$ cat src/rtl/rle_word_arbiter.sv
// Round-robin merge of per-channel RLE coder words into one
// valid/ready output stream, with per-channel drop flags and a sent count.
module rle_word_arbiter #(
  parameter int N     = 16,
  parameter int CH    = 8,
  parameter int CNT_W = 16
) (
  input  logic            clk,
  input  logic            nreset,
  input  logic            en,
  input  logic [CH*N-1:0] word_in,
  input  logic [CH-1:0]   ready_in,
  output logic [N-1:0]    out_word,
  output logic            out_valid,
  input  logic            out_ready,
  output logic [CH-1:0]   ovf,
  input  logic            clr_ovf,
  output logic [CNT_W-1:0] words_sent
);

  localparam int PW = (CH > 1) ? $clog2(CH) : 1;

  logic [CH-1:0] rdy_d;
  logic [CH-1:0] pend;
  logic [CH-1:0] nw;
  logic [CH-1:0] gnt_vec;
  logic [CH-1:0] set_ovf;
  logic [N-1:0]  hold [CH];
  logic [PW-1:0] ptr;
  logic [PW-1:0] gidx;
  logic [PW-1:0] idx;
  logic          found;
  logic          free;
  logic          grant;

  assign free  = ~out_valid | out_ready;
  assign nw    = ready_in & ~rdy_d & {CH{en}};
  assign grant = en & free & found;

  // Search starts one past the last granted channel.
  always_comb begin
    found = 1'b0;
    gidx  = ptr;
    idx   = '0;
    for (int k = 1; k <= CH; k++) begin
      idx = PW'((int'(ptr) + k) % CH);
      if (!found && pend[idx]) begin
        found = 1'b1;
        gidx  = idx;
      end
    end
  end

  always_comb begin
    gnt_vec = '0;
    if (grant) gnt_vec[gidx] = 1'b1;
    set_ovf = nw & pend & ~gnt_vec;
  end

  always_ff @(posedge clk) begin
    if (!nreset) begin
      rdy_d      <= '0;
      pend       <= '0;
      ovf        <= '0;
      ptr        <= PW'(CH - 1);
      out_word   <= '0;
      out_valid  <= 1'b0;
      words_sent <= '0;
      for (int i = 0; i < CH; i++) hold[i] <= '0;
    end else begin
      if (en) rdy_d <= ready_in;
      for (int i = 0; i < CH; i++) begin
        if (nw[i] && (!pend[i] || gnt_vec[i])) begin
          hold[i] <= word_in[i*N +: N];
          pend[i] <= 1'b1;
        end else if (gnt_vec[i]) begin
          pend[i] <= 1'b0;
        end
      end
      ovf <= set_ovf | (clr_ovf ? '0 : ovf);
      if (grant) begin
        out_word  <= hold[gidx];
        out_valid <= 1'b1;
        ptr       <= gidx;
      end else if (free) begin
        out_valid <= 1'b0;
      end
      if (out_valid && out_ready)
        words_sent <= words_sent + 1'b1;
    end
  end

endmodule

$ cat config.mk
export PLATFORM = sky130hd
export DESIGN_NAME = rle_word_arbiter
export DESIGN_NICKNAME = d
export VERILOG_FILES = /design/src/rtl/rle_word_arbiter.sv
export SDC_FILE = /design/constraint.sdc
export NUM_CORES = 1
export LEC_CHECK = 0
export ABC_AREA = 1
export CORE_MARGIN = 2
export CORE_UTILIZATION = 50
export CTS_BUF_LIST = sky130_fd_sc_hd__clkbuf_16
export DETAILED_ROUTE_END_ITERATION = 8
export PLACE_DENSITY_LB_ADDON = 0.1
export SLEW_MARGIN = 20
export SYNTH_ARGS = -nofsm -noshare
export SYNTH_HDL_FRONTEND = slang
export SYNTH_SLANG_ARGS = --single-unit
export TNS_END_PERCENT = 1
$ cat constraint.sdc
create_clock -name clk -period 3.8 [get_ports clk]
set_input_delay 0.57 -clock clk [delete_from_list [all_inputs] [get_ports clk]]
set_output_delay 0.57 -clock clk [all_outputs]
set_load 0.1 [all_outputs]
**Word level (Yosys, flattened, before mapping)**

Memories as Yosys holds them, arrays and structs flattened. A register that Yosys moved wholly into a read port is not among the register bits.
Index checks and enable logic that the tools add are counted.

- Register bits: 44
- Bits in latches: 0
- Memory bits (writable): 128
- Bits in read-only memories: 0
- Input bits: 141
- Output and inout port bits: 41
- Memories kept: 1

- Add/subtract/negate cells: 9
- $mul: 0
- Div/mod/pow operators: 0
- Order comparisons: 10
- Equality and inequality tests: 0
- Shift-type cells: 0
- Multiplexer cells: 87
- Bitwise logic cells: 19
- Reduce and logical (&&, ||, !) cells: 50

Memories:

| memory | depth | bits a word | read ports | clocked after memory_dff | write ports | RTL line | source |
|---|---|---|---|---|---|---|---|
| hold | 8 | 16 | 1 | 1 | 8 | 28 | `logic [N-1:0] hold [CH];` |

Operators by type and width:

| cell | number |
|---|---|
| 16-bit 2-to-1 mux | 8 |
| 1-bit 2-to-1 mux | 60 |
| 3-bit by 4-bit < comparator with 1-bit output (second input constant) | 9 |
| 8-bit bitwise AND | 4 |
| 1-bit binary-select mux with 3-bit select | 8 |
| 3-bit 2-to-1 mux | 8 |
| 2-bit nonzero test | 9 |
| 1-bit logical AND | 17 |
| 16-bit by 1-bit adder with 16-bit output (second input constant) | 1 |
| 1-bit logical NOT | 16 |
| 8-bit 2-to-1 mux | 2 |
| 8-bit NOT | 2 |
| 3-bit adder (second input constant) | 4 |
| 1-bit OR | 9 |
| 1-bit logical OR | 8 |
| 8-bit OR | 1 |
| 3-bit by 1-bit adder with 3-bit output (second input constant) | 2 |
| 3-bit by 2-bit adder with 3-bit output (second input constant) | 2 |
| 1-bit demux with 3-bit select | 1 |
| 3-bit by 1-bit greater-or-equal comparator with 1-bit output (second input constant) | 1 |
| 1-bit bitwise AND | 2 |
| 1-bit NOT | 1 |

**Depth between registers and ports, before layout**

- Depth after elaboration: 36
- Mapped depth: 25
- Depth with buffers taken out: 22

**Worst setup path before layout**

OpenSTA, ideal clock, no wires.

- Kind: reg2reg
- Start: register ptr[0]
- End: memory hold[7][0], enable pin
- Setup time: 0.372 ns
- Arrival time: 3.003 ns
- Setup slack: 0.425 ns
- Cell stages (with the launch flop): 23
- Clock period less this slack: 3.375 ns
- Path through: dfxtp_1 > inv_2 > buf_6 > ha_1 > buf_2 > clkinv_1 > nand3_1 > nand3_2 > nand2_4 > nor2_8 > nand4_4 > nor2_4 > nand2_4 > nor2_1 > inv_1 > nand2_4 > buf_4 > inv_2 > nor2_1 > nand2_1 > nand2_1 > nand2_1 > nand2_1

RTL lines:

| element | RTL line | source |
|---|---|---|
| start: declaration | 29 | `logic [PW-1:0] ptr;` |
| start signal: assignment | 65 | `ptr <= PW'(CH - 1);` |
| start signal: assignment | 84 | `ptr <= gidx;` |
| end: declaration | 28 |  |

==> results.yml <==
clocking:
  cts_max_level: 4
  cts_made_buffers: 17
  cts_tree: "built"
  cts_sinks: 188
  postCtsSetupBuffers: 0
  clk_pin_slew_ns: 0.08
  clock_latency_ns: 0.44
  cts.repair.resized: 0
  cts_hold_buf: 0
  cts_buffer_depth: 2
  cts_root_buffer: "clkbuf_16"
synth:
  yosysMostFrequentCell: "nand2_1"
  ys_top_cells_by_area: "edfxtp_1, nand2_1, dfxtp_1"
  syn_inst: 1202
  avgSynthCellArea_um2: 8.27
  ys_ff_latch: 188
  ys_top_cells_by_count: "nand2_1, inv_1, edfxtp_1"
  ys.warnings.count: 0
  syn_area_um2: 9940
  yosys.area.top_type: "edfxtp_1"
  synth_cell_types: 38
  synth-seq-area-share_pct: 50.8
  synth-edff-count: 128
  ys.flop_type: "edfxtp_1"
  synth_fp_nets: 1346
  async_reset_ff_share_pct: 0
  synth_top_area_share_pct: 38.7
setup_path:
  crit_path_max_fanout: 16
  cp_slowest_stage_delay_ns: 0.38
  arrival_ns: 3.40
  worst-path-buf-inv: 5
  setup.worst_path.start: "ptr[1]"
  crit_path_start_kind: "register"
  r2r_setup_slack_ns: 0.55
  critical_path_class: "register to register"
  cpMaxStageDelayCell: "ha_1"
  critPathRequiredTime_ns: 3.94
  rr_worst_depth: 21
  crit_path_end_kind: "register"
  crit_chain: "inv_2 > ha_1 > clkinv_1 > nand3_1 > nand2_1 > nand2_1 > nand2_1 > inv_1 > nand4_1 > nor2_1 > nor2_1 > nand2_1 > nand2_2 > nand2_4 > inv_2 > nor2_1 > nand2_1 > nand2_1 > nand2_1 > nand2_1 > buf_12"
  cpMostUsedCell: "nand2_1"
  r2r_start: "ptr[1]"
  critPathTopFamily: "simple AND/OR/NAND/NOR gates"
  rr_endpoint: "hold[6][6]"
placement:
  dp.cells: 1630
  post_dp_cell_area_um2: 12200
  port_buffers: 181
  place.detailed.hpwl_um: 18900
  place_congestion: 0.864
power:
  power_density_nw_per_um2: 903
  power_switching_mw: 6.13
  cellLeakagePower_nw: 5.75
  intPower_mw: 5.40
  switching_share_pct: 53.2
  seqPwrFrac_pct: 22.1
  p_comb_share_pct: 62.2
  pwr-share-clk_pct: 15.7
  max-vdd-ir-drop_v: 0.00103
route:
  drt_iter0_markers: 666
  drt_drc_violations_left: 0
  drt_wl_total_um: 25600
  drtAntennaViolNets: 0
  vias: 8199
  via_per_inst: 4.93
  wl_per_cell_um: 15.4
  dr.pass1.iters: 5
layout:
  area_delta_synth_final_pct: 28.4
  final_cells: 1662
  final_area_um2: 12800
  n_antenna_cell: 0
  drive_above_1_share_pct: 12.0
  nets: 1528
  fin_util_pct: 65.6
hold_path:
  hold_end: "rdy_d[2]"
  min_path_cells: 2
  min_from: "rdy_d[2]"
  hold_path_class: "register to register"
sta:
  skew_ns: 0.0161
  setup_viol: 0
  worst_pin_slew_ns: 1.01
  slew_violations: 0
  finalSetupTns_ns: 0
  whs_ns: 0.464
  timing.final.crit_share_pct: 85.6
  hold_viol: 0
  fin_crit_ns: 3.25
  grt_setup_unrepaired: "false"
  max_freq_ghz: 0.308
  slew_headroom_pct: 32.5
global_route:
  grt_pass1_wl_um: 41200
  grt_max_degree: 52
  track_usage_pct: 24.7
  grt_pass1_vias: 7838
  antenna_found_initial: 0
  gr-total-overflow: 0
job:
  max_cap_viol_count: 0
floorplan:
  dieArea_um2: 21000
  core_area_um2: 19500
  row_count: 51
  io_pins: 182
  initial_core_util_pct: 51.1
  die_w_um: 145
  die_y_um: 145
run_status:
  outcome: "complete, no violations"
[worst min-delay path: cells and delay by family (launching register included)]
kind / cells / cell delay [ns]
flops: 1 / 0.31
simple gates: 1 / 0.06
compound gates: 1 / 0.05
[power by group through the flow]
stage	Clock, mW	Combinational [mW]	Sequential, mW
floorplan	0	4.66	3.01
global placement	0	7.06	2.59
detailed placement	0	7.10	2.59
CTS	1.82	7.16	2.55
global route	1.91	7.80	2.57
finish	1.81	7.17	2.55
[per-stage QoR]
stage	worst slack (ns)	power, mW
floorplan	0.425	7.66
global placement	0.648	9.65
detailed placement	0.607	9.69
CTS	0.581	11.5
global route	0.211	12.3
finish	0.548	11.5
[layout make-up]
class	instances	area [um^2]
clock buffer	17	425
multi-input combinational	784	3920
inverter	180	681
clock inverter	15	180
sequential	188	5040
fill	1616	6700
timing repair buffer	213	2180
tap	265	332
[kinds of logic (layout without fill, tap and decap cells)]
group,Yosys count,after routing,synth area share [%]
buf+inv,230,425,9.82
flops,188,188,50.8
fa+ha+maj,3,3,0.378
xor+xnor,3,3,0.264
simple gates,701,701,34.8
compound gates,77,77,3.98
[sequential cells by signal, summed over array words and instances (netlist names)]
register	count
hold	128
ptr	3
pend	8
out_valid	1
ovf	8
out_word	16
rdy_d	8
words_sent	16
[layout by cell type, fill, tap and decap left out, types with 4 or more instances in the layout]
cell	count
nand3_4	5
buf_4	21
buf_12	11
nor3_1	5
a21oi_1	42
nand3_1	118
nand4_1	6
nor2_4	44
nand2_1	367
inv_6	5
clkinv_1	4
nand2_2	14
dfxtp_1	60
inv_2	7
clkdlybuf4s50_1	180
inv_1	170
o21ai_0	30
clkbuf_16	17
clkinv_8	4
nor2_1	105
nor2_2	10
edfxtp_1	128
nand2_4	10
nand3_2	10
[routing by layer]
| layer | GRT usage [%] | share of wire [%] | vias up |
|---|---|---|---|
| li1 | - | - | 4144 |
| met1 | 33.0 | 43 | 3769 |
| met2 | 42.1 | 49 | 258 |
| met3 | 3.62 | 5.1 | 28 |
| met4 | 6.98 | 2.0 | 0 |
| met5 | 0 | 0 | - |
[worst max path at each step]
| stage | endpoint | slack [ns] | depth (start not counted) |
|---|---|---|---|
| final | hold[6][6] | 0.55 | 21 |
| after CTS | hold[6][6] | 0.58 | 21 |
| after global routing | hold[6][6] | 0.21 | 21 |
| after detailed placement | hold[6][13] | 0.61 | 21 |
| after floorplan | hold[7][0] | 0.42 | 22 |
| after global placement | hold[7][11] | 0.65 | 21 |
Power figures use the tool's default switching activity.
